$ cat config.mk
export PLATFORM = sky130hd
export DESIGN_NAME = rob_param
export DESIGN_NICKNAME = d
export VERILOG_FILES = /design/src/rtl/rob_param.sv
export SDC_FILE = /design/constraint.sdc
export NUM_CORES = 2
export LEC_CHECK = 0
export ABC_CLOCK_PERIOD_IN_PS = 6750
export CAP_MARGIN = 0
export CORE_MARGIN = 2
export CORE_UTILIZATION = 62
export DETAILED_ROUTE_END_ITERATION = 10
export PLACE_DENSITY = 0.81
export SETUP_SLACK_MARGIN = 0.2
export SLEW_MARGIN = 30
export SYNTH_ARGS = -nofsm -noshare
export SYNTH_HDL_FRONTEND = slang
export SYNTH_SLANG_ARGS = --single-unit
$ cat constraint.sdc
create_clock -name clk -period 6.75 [get_ports clk]
set_input_delay 1.35 -clock clk [delete_from_list [all_inputs] [get_ports clk]]
set_output_delay 1.35 -clock clk [all_outputs]
set_load 0.01 [all_outputs]
$ cat src/rtl/rob_param.sv
// Parametrised reorder buffer: in-order allocate and retire, two
// out-of-order writeback ports, operand lookup, mispredict flush.
module rob_param #(
  parameter  int DEPTH = 16,
  parameter  int XLEN  = 32,
  localparam int TAGW  = $clog2(DEPTH)
) (
  input  logic            clk,
  input  logic            rst_n,
  input  logic            rdy,
  input  logic            alloc_valid,
  output logic            alloc_ready,
  output logic [TAGW-1:0] alloc_tag,
  input  logic [1:0]      alloc_kind,
  input  logic [4:0]      alloc_rd,
  input  logic            alloc_done,
  input  logic [XLEN-1:0] alloc_val,
  input  logic            alloc_pred,
  input  logic [XLEN-1:0] alloc_alt_pc,
  input  logic            wb0_valid,
  input  logic [TAGW-1:0] wb0_tag,
  input  logic [XLEN-1:0] wb0_val,
  input  logic            wb0_taken,
  input  logic [XLEN-1:0] wb0_target,
  input  logic            wb1_valid,
  input  logic [TAGW-1:0] wb1_tag,
  input  logic [XLEN-1:0] wb1_val,
  input  logic [TAGW-1:0] q1_tag,
  input  logic [TAGW-1:0] q2_tag,
  output logic            q1_ready,
  output logic            q2_ready,
  output logic [XLEN-1:0] q1_val,
  output logic [XLEN-1:0] q2_val,
  output logic            cm_valid,
  output logic [4:0]      cm_rd,
  output logic [XLEN-1:0] cm_val,
  output logic [TAGW-1:0] cm_tag,
  output logic            st_commit,
  output logic [TAGW-1:0] st_tag,
  output logic            flush,
  output logic [XLEN-1:0] flush_pc,
  output logic [TAGW:0]   count
);

  localparam logic [TAGW:0] FULL = (TAGW+1)'(DEPTH);

  logic [DEPTH-1:0] vld_q, rdy_q;
  logic [1:0]       kind_q [DEPTH];
  logic [4:0]       rd_q   [DEPTH];
  logic [XLEN-1:0]  val_q  [DEPTH];
  logic             pred_q [DEPTH];
  logic             tkn_q  [DEPTH];
  logic [XLEN-1:0]  alt_q  [DEPTH];
  logic [XLEN-1:0]  tgt_q  [DEPTH];

  logic [TAGW-1:0] head_q, tail_q;
  logic [TAGW:0]   count_q, count_d;
  logic            pend_q;

  logic            cm_valid_q, st_commit_q, flush_q;
  logic [4:0]      cm_rd_q;
  logic [XLEN-1:0] cm_val_q, flush_pc_q;
  logic [TAGW-1:0] cm_tag_q, st_tag_q;

  logic            act, clr;
  logic            do_alloc, do_commit;
  logic            wb0_hit, wb1_hit;
  logic            c_reg, c_st, c_fl;
  logic [XLEN-1:0] c_pc;

  assign alloc_ready = (count_q != FULL);
  assign alloc_tag   = tail_q;
  assign count       = count_q;

  assign act       = rdy & ~pend_q;
  assign clr       = rdy & pend_q;
  assign do_alloc  = act & alloc_valid & alloc_ready;
  assign do_commit = act & (count_q != '0) & rdy_q[head_q];
  assign wb0_hit   = act & wb0_valid & vld_q[wb0_tag];
  assign wb1_hit   = act & wb1_valid & vld_q[wb1_tag];

  always_comb begin
    c_reg = 1'b0;
    c_st  = 1'b0;
    c_fl  = 1'b0;
    c_pc  = tgt_q[head_q];
    unique case (kind_q[head_q])
      2'd0: c_reg = 1'b1;
      2'd1: c_st  = 1'b1;
      2'd2: begin
        c_fl = tkn_q[head_q] != pred_q[head_q];
        c_pc = tkn_q[head_q] ? tgt_q[head_q] : alt_q[head_q];
      end
      2'd3: begin
        c_reg = 1'b1;
        c_fl  = 1'b1;
      end
    endcase
  end

  always_comb begin
    count_d = count_q;
    unique case ({do_alloc, do_commit})
      2'b10:   count_d = count_q + (TAGW+1)'(1);
      2'b01:   count_d = count_q - (TAGW+1)'(1);
      default: count_d = count_q;
    endcase
  end

  function automatic logic [XLEN:0] look(input logic [TAGW-1:0] t);
    logic [XLEN:0] r;
    r = '0;
    if (wb0_valid && wb0_tag == t)
      r = {1'b1, wb0_val};
    else if (wb1_valid && wb1_tag == t)
      r = {1'b1, wb1_val};
    else if (vld_q[t] && rdy_q[t])
      r = {1'b1, val_q[t]};
    return r;
  endfunction

  assign {q1_ready, q1_val} = look(q1_tag);
  assign {q2_ready, q2_val} = look(q2_tag);

  always_ff @(posedge clk or negedge rst_n) begin
    if (!rst_n) begin
      vld_q   <= '0;
      rdy_q   <= '0;
      head_q  <= '0;
      tail_q  <= '0;
      count_q <= '0;
      pend_q  <= 1'b0;
    end else if (clr) begin
      vld_q   <= '0;
      rdy_q   <= '0;
      head_q  <= '0;
      tail_q  <= '0;
      count_q <= '0;
      pend_q  <= 1'b0;
    end else if (rdy) begin
      if (wb0_hit) rdy_q[wb0_tag] <= 1'b1;
      if (wb1_hit) rdy_q[wb1_tag] <= 1'b1;
      if (do_commit) begin
        vld_q[head_q] <= 1'b0;
        rdy_q[head_q] <= 1'b0;
        head_q        <= head_q + TAGW'(1);
      end
      if (do_alloc) begin
        vld_q[tail_q] <= 1'b1;
        rdy_q[tail_q] <= alloc_done;
        tail_q        <= tail_q + TAGW'(1);
      end
      count_q <= count_d;
      pend_q  <= do_commit & c_fl;
    end
  end

  // Payload RAM: no reset needed, valid/ready bits gate every use.
  always_ff @(posedge clk) begin
    if (wb1_hit) val_q[wb1_tag] <= wb1_val;
    if (wb0_hit) begin
      val_q[wb0_tag] <= wb0_val;
      tkn_q[wb0_tag] <= wb0_taken;
      tgt_q[wb0_tag] <= wb0_target;
    end
    if (do_alloc) begin
      kind_q[tail_q] <= alloc_kind;
      rd_q[tail_q]   <= alloc_rd;
      val_q[tail_q]  <= alloc_val;
      pred_q[tail_q] <= alloc_pred;
      alt_q[tail_q]  <= alloc_alt_pc;
      tkn_q[tail_q]  <= 1'b0;
    end
  end

  always_ff @(posedge clk or negedge rst_n) begin
    if (!rst_n) begin
      cm_valid_q  <= 1'b0;
      st_commit_q <= 1'b0;
      flush_q     <= 1'b0;
      cm_rd_q     <= '0;
      cm_val_q    <= '0;
      cm_tag_q    <= '0;
      st_tag_q    <= '0;
      flush_pc_q  <= '0;
    end else begin
      cm_valid_q  <= do_commit & c_reg;
      st_commit_q <= do_commit & c_st;
      flush_q     <= do_commit & c_fl;
      if (do_commit && c_reg) begin
        cm_rd_q  <= rd_q[head_q];
        cm_val_q <= val_q[head_q];
        cm_tag_q <= head_q;
      end
      if (do_commit && c_st) st_tag_q <= head_q;
      if (do_commit && c_fl) flush_pc_q <= c_pc;
    end
  end

  assign cm_valid  = cm_valid_q;
  assign st_commit = st_commit_q;
  assign flush     = flush_q;
  assign cm_rd     = cm_rd_q;
  assign cm_val    = cm_val_q;
  assign cm_tag    = cm_tag_q;
  assign st_tag    = st_tag_q;
  assign flush_pc  = flush_pc_q;

endmodule

==> results.py <==
metrics = {
    "outcome": {
        "status": "complete, but fails checks",
        "violations": "DRC",
    },
    "floorplanning": {
        "dieWidth_um": 386.4,
        "row_count": 140,
        "die_y_um": 386.4,
        "start_util": 0.6236,
        "dieArea_um2": 149300,
        "ios": 348,
        "core_um2": 145400,
    },
    "power": {
        "ir_worst_vdd_mv": 0.4567,
        "clkPwrFrac": 0.296,
        "intPower_mw": 24.18,
        "p_leak_nw": 34.44,
        "combinationalPowerShare": 0.317,
        "p_per_area_nw_per_um2": 348.3,
        "p_sw_mw": 11.27,
        "seqPwrFrac": 0.387,
        "swShare": 0.3180,
    },
    "clock_network": {
        "root_buffer": "clkbuf_16",
        "cts_setup_buffers": 0,
        "cts_tree": "built",
        "htreeDepth": 4,
        "clk_pin_slew_worst_paths_ps": 60,
        "cts_resized": 0,
        "cts_buffers": 181,
        "clk_latency_ps": 870,
        "hold_buffers": 0,
        "clk_path_buf_depth": 3,
        "cts_sinks": 1806,
    },
    "synth": {
        "synth_edf_count": 1664,
        "synth_top_cell_area_share": 0.5512,
        "ys_ff_latch": 1806,
        "synth_top_area_cell": "edfxtp_1",
        "yosysUniqueCellTypes": 65,
        "syn-num-nets": 6321,
        "seq_area_frac_synth": 0.5895,
        "ys_async_sr_fraction": 0.06977,
        "yosys-top-cells-area": "edfxtp_1 (55%), mux4_2 (20%), mux2i_1 (3.8%)",
        "ys.flop_type": "edfxtp_1",
        "synth_cells": 6116,
        "syn_area_per_cell_um2": 14.82,
        "netlist_area_um2": 90660,
        "yosys_warnings": 0,
    },
    "global_route": {
        "grt_pass1_vias": 62340,
        "grtUsageMet1": 0.5414,
        "grt-ovfl-total": 0,
        "grt_pass1_wl_um": 446200,
        "grtUsageMet3": 0.1704,
        "grt_busiest_layer": "met2",
        "met2_usage": 0.6202,
        "grt_antenna_before_repair": 48,
        "grt.total_usage": 0.4248,
        "grt_max_degree": 146,
    },
    "sta": {
        "setup_violations": 0,
        "min_period_ps": 6137,
        "slew_viol_final": 0,
        "clock_skew_ps": 60.09,
        "relSlewSlack": 0.2387,
        "worst_pin_slew_ps": 1142,
        "post-route-period-util": 0.9092,
        "clock.fmax_ghz": 0.1629,
        "rsz0062_at_grt": "no",
        "fin_setup_tns_ps": 0,
        "hold_viol": 0,
    },
    "final_layout": {
        "regArea_um2": 53450,
        "syn_to_final_growth_pct": 12.27,
        "post-route-util": 0.7001,
        "drive_gt1_frac": 0.2358,
        "multi_input_area_um2": 34520,
        "n_fill_cell": 8881,
        "final_cell_mix": "edfxtp_1 (1664), nand2_1 (895), mux4_2 (794), o21ai_0 (398), mux2i_1 (339)",
        "final_common_cell": "edfxtp_1",
        "nets": 6330,
    },
    "setup_path": {
        "critPathArrivalTime_ps": 4790,
        "cp_max_fo": 10,
        "crit_path_end_kind": "output pin",
        "required_ps": 5400,
        "cp-start-kind": "input port",
        "crit_type": "input port to output pin",
    },
    "detailed_routing": {
        "final_antenna_net_count": 0,
        "vias_per_cell": 7.794,
        "vias": 64140,
        "drt_iter0_markers": 13040,
        "drc": 18,
        "routedWlPerCell_um": 38.39,
        "first_pass_iters": 11,
        "wirelength_um": 315900,
    },
    "place": {
        "io_buffers": 347,
        "place_congestion": 0.9614,
        "hpwl_um": 168400,
    },
    "hold_path": {
        "hold_class": "input port to async pin",
    },
    "job": {
        "max-cap-violations": 0,
    },
}
per-stage QoR:
| stage | cells | hold WS, ps | total power [mW] | area, um2 | setup WS [ps] |
|---|---|---|---|---|---|
| floorplan | 6116 | 428.7 | 20.81 | 90670 | 1578 |
| global placement | 7857 | 436.5 | 24.18 | 95570 | 899.0 |
| detailed placement | 7858 | 447.0 | 24.48 | 95610 | 902.9 |
| CTS | 8189 | 451.2 | 35.05 | 101600 | 842.7 |
| global route | 8211 | 480.3 | 36.11 | 101700 | 608.9 |
| finish | 8229 | 460.6 | 35.45 | 101800 | 612.7 |
critical path, stage by stage:
cell and delay (ps):
buf_4 190, mux4_2 550, mux2i_4 820, buf_4 290, nand3_1 90, o311ai_0 150, o21ai_0 210, o21ai_0 470
clkdlybuf4s50_1 640
per-layer routing:
layer  up-vias  part of all wire
met5         -           0.00058
met4        18             0.072
met3      1639              0.17
met2      7080              0.44
met1     31370              0.31
li1      24040                 -
sequential cells by signal (all words and copies together), names as in the netlist, 4 cells and up:
signal and count:
flush_pc 32, vld_q 16, cm_tag 4, cm_val 32
count 5, st_tag 4, rdy_q 16, kind_q 32
val_q 512, alt_q 512, alloc_tag 4, cm_rd 5
tkn_q 16, pred_q 16, head_q 4, tgt_q 512
rd_q 80
synthesized netlist by cell type, types with 13 or more instances:
library cell and count:
o21ai_0 398, dfxtp_1 16, buf_4 14, a21oi_1 73, clkbuf_1 435, buf_2 112
dfrtp_1 126, ha_1 13, inv_1 33, a31oi_1 261, mux2i_1 342, mux2_2 153
nand2_1 907, buf_1 111, nand3_1 84, edfxtp_1 1664, xor2_1 14, o311ai_0 62
mux4_2 794, nor2_1 316
power groups by stage:
stage / logic [mW] / registers [mW] / clock network [mW]
floorplan: 7.13 / 13.7 / 0
detailed placement: 10.6 / 13.9 / 0
CTS: 10.9 / 13.7 / 10.4
finish: 11.2 / 13.7 / 10.5
global route: 11.5 / 13.8 / 10.8
global placement: 10.3 / 13.9 / 0
logic make-up (layout without fill, tap and decap cells):
group | count (synthesis) | in the layout | synth area share
buffers and inverters | 724 | 881 | 0.03285
xor gates and xnor gates | 23 | 23 | 0.002222
DFF | 1806 | 1806 | 0.5895
muxes | 1311 | 1311 | 0.2572
and+or+nand+nor | 1381 | 1381 | 0.06054
AOI/OAI and AO/OA | 858 | 858 | 0.05598
adders and majority gates | 13 | 13 | 0.001794
other | 0 | 39 | 0
path summary, 6_finish.rpt:
path | startpoint | endpoint | slack [ps] | cells after the start
worst max register to register | head_q[1] | count[3] | 1960 | 10
min in group clk | tkn_q[14] | tkn_q[14] | 460 | 2
worst min register to register | tkn_q[14] | tkn_q[14] | 460 | 2
worst max-delay path | q2_tag[2] | q2_val[30] | 610 | 9
max in group asynchronous | rst_n | head_q[1] | 5210 | 2
worst min-delay path | rst_n | cm_val[16] | 460 | 1
area by class of cell:
| type | instances | area share |
|---|---|---|
| clock buffers | 247 | 0.04873 |
| well taps | 1917 | 0.02356 |
| flip-flops and latches | 1806 | 0.5252 |
| multi-input cells | 3586 | 0.3392 |
| inverters | 43 | 0.002188 |
| repair buffers | 507 | 0.04974 |
| diodes | 39 | 0.0009588 |
| clock inverters | 84 | 0.01052 |
Power figures use the tool's default switching activity.
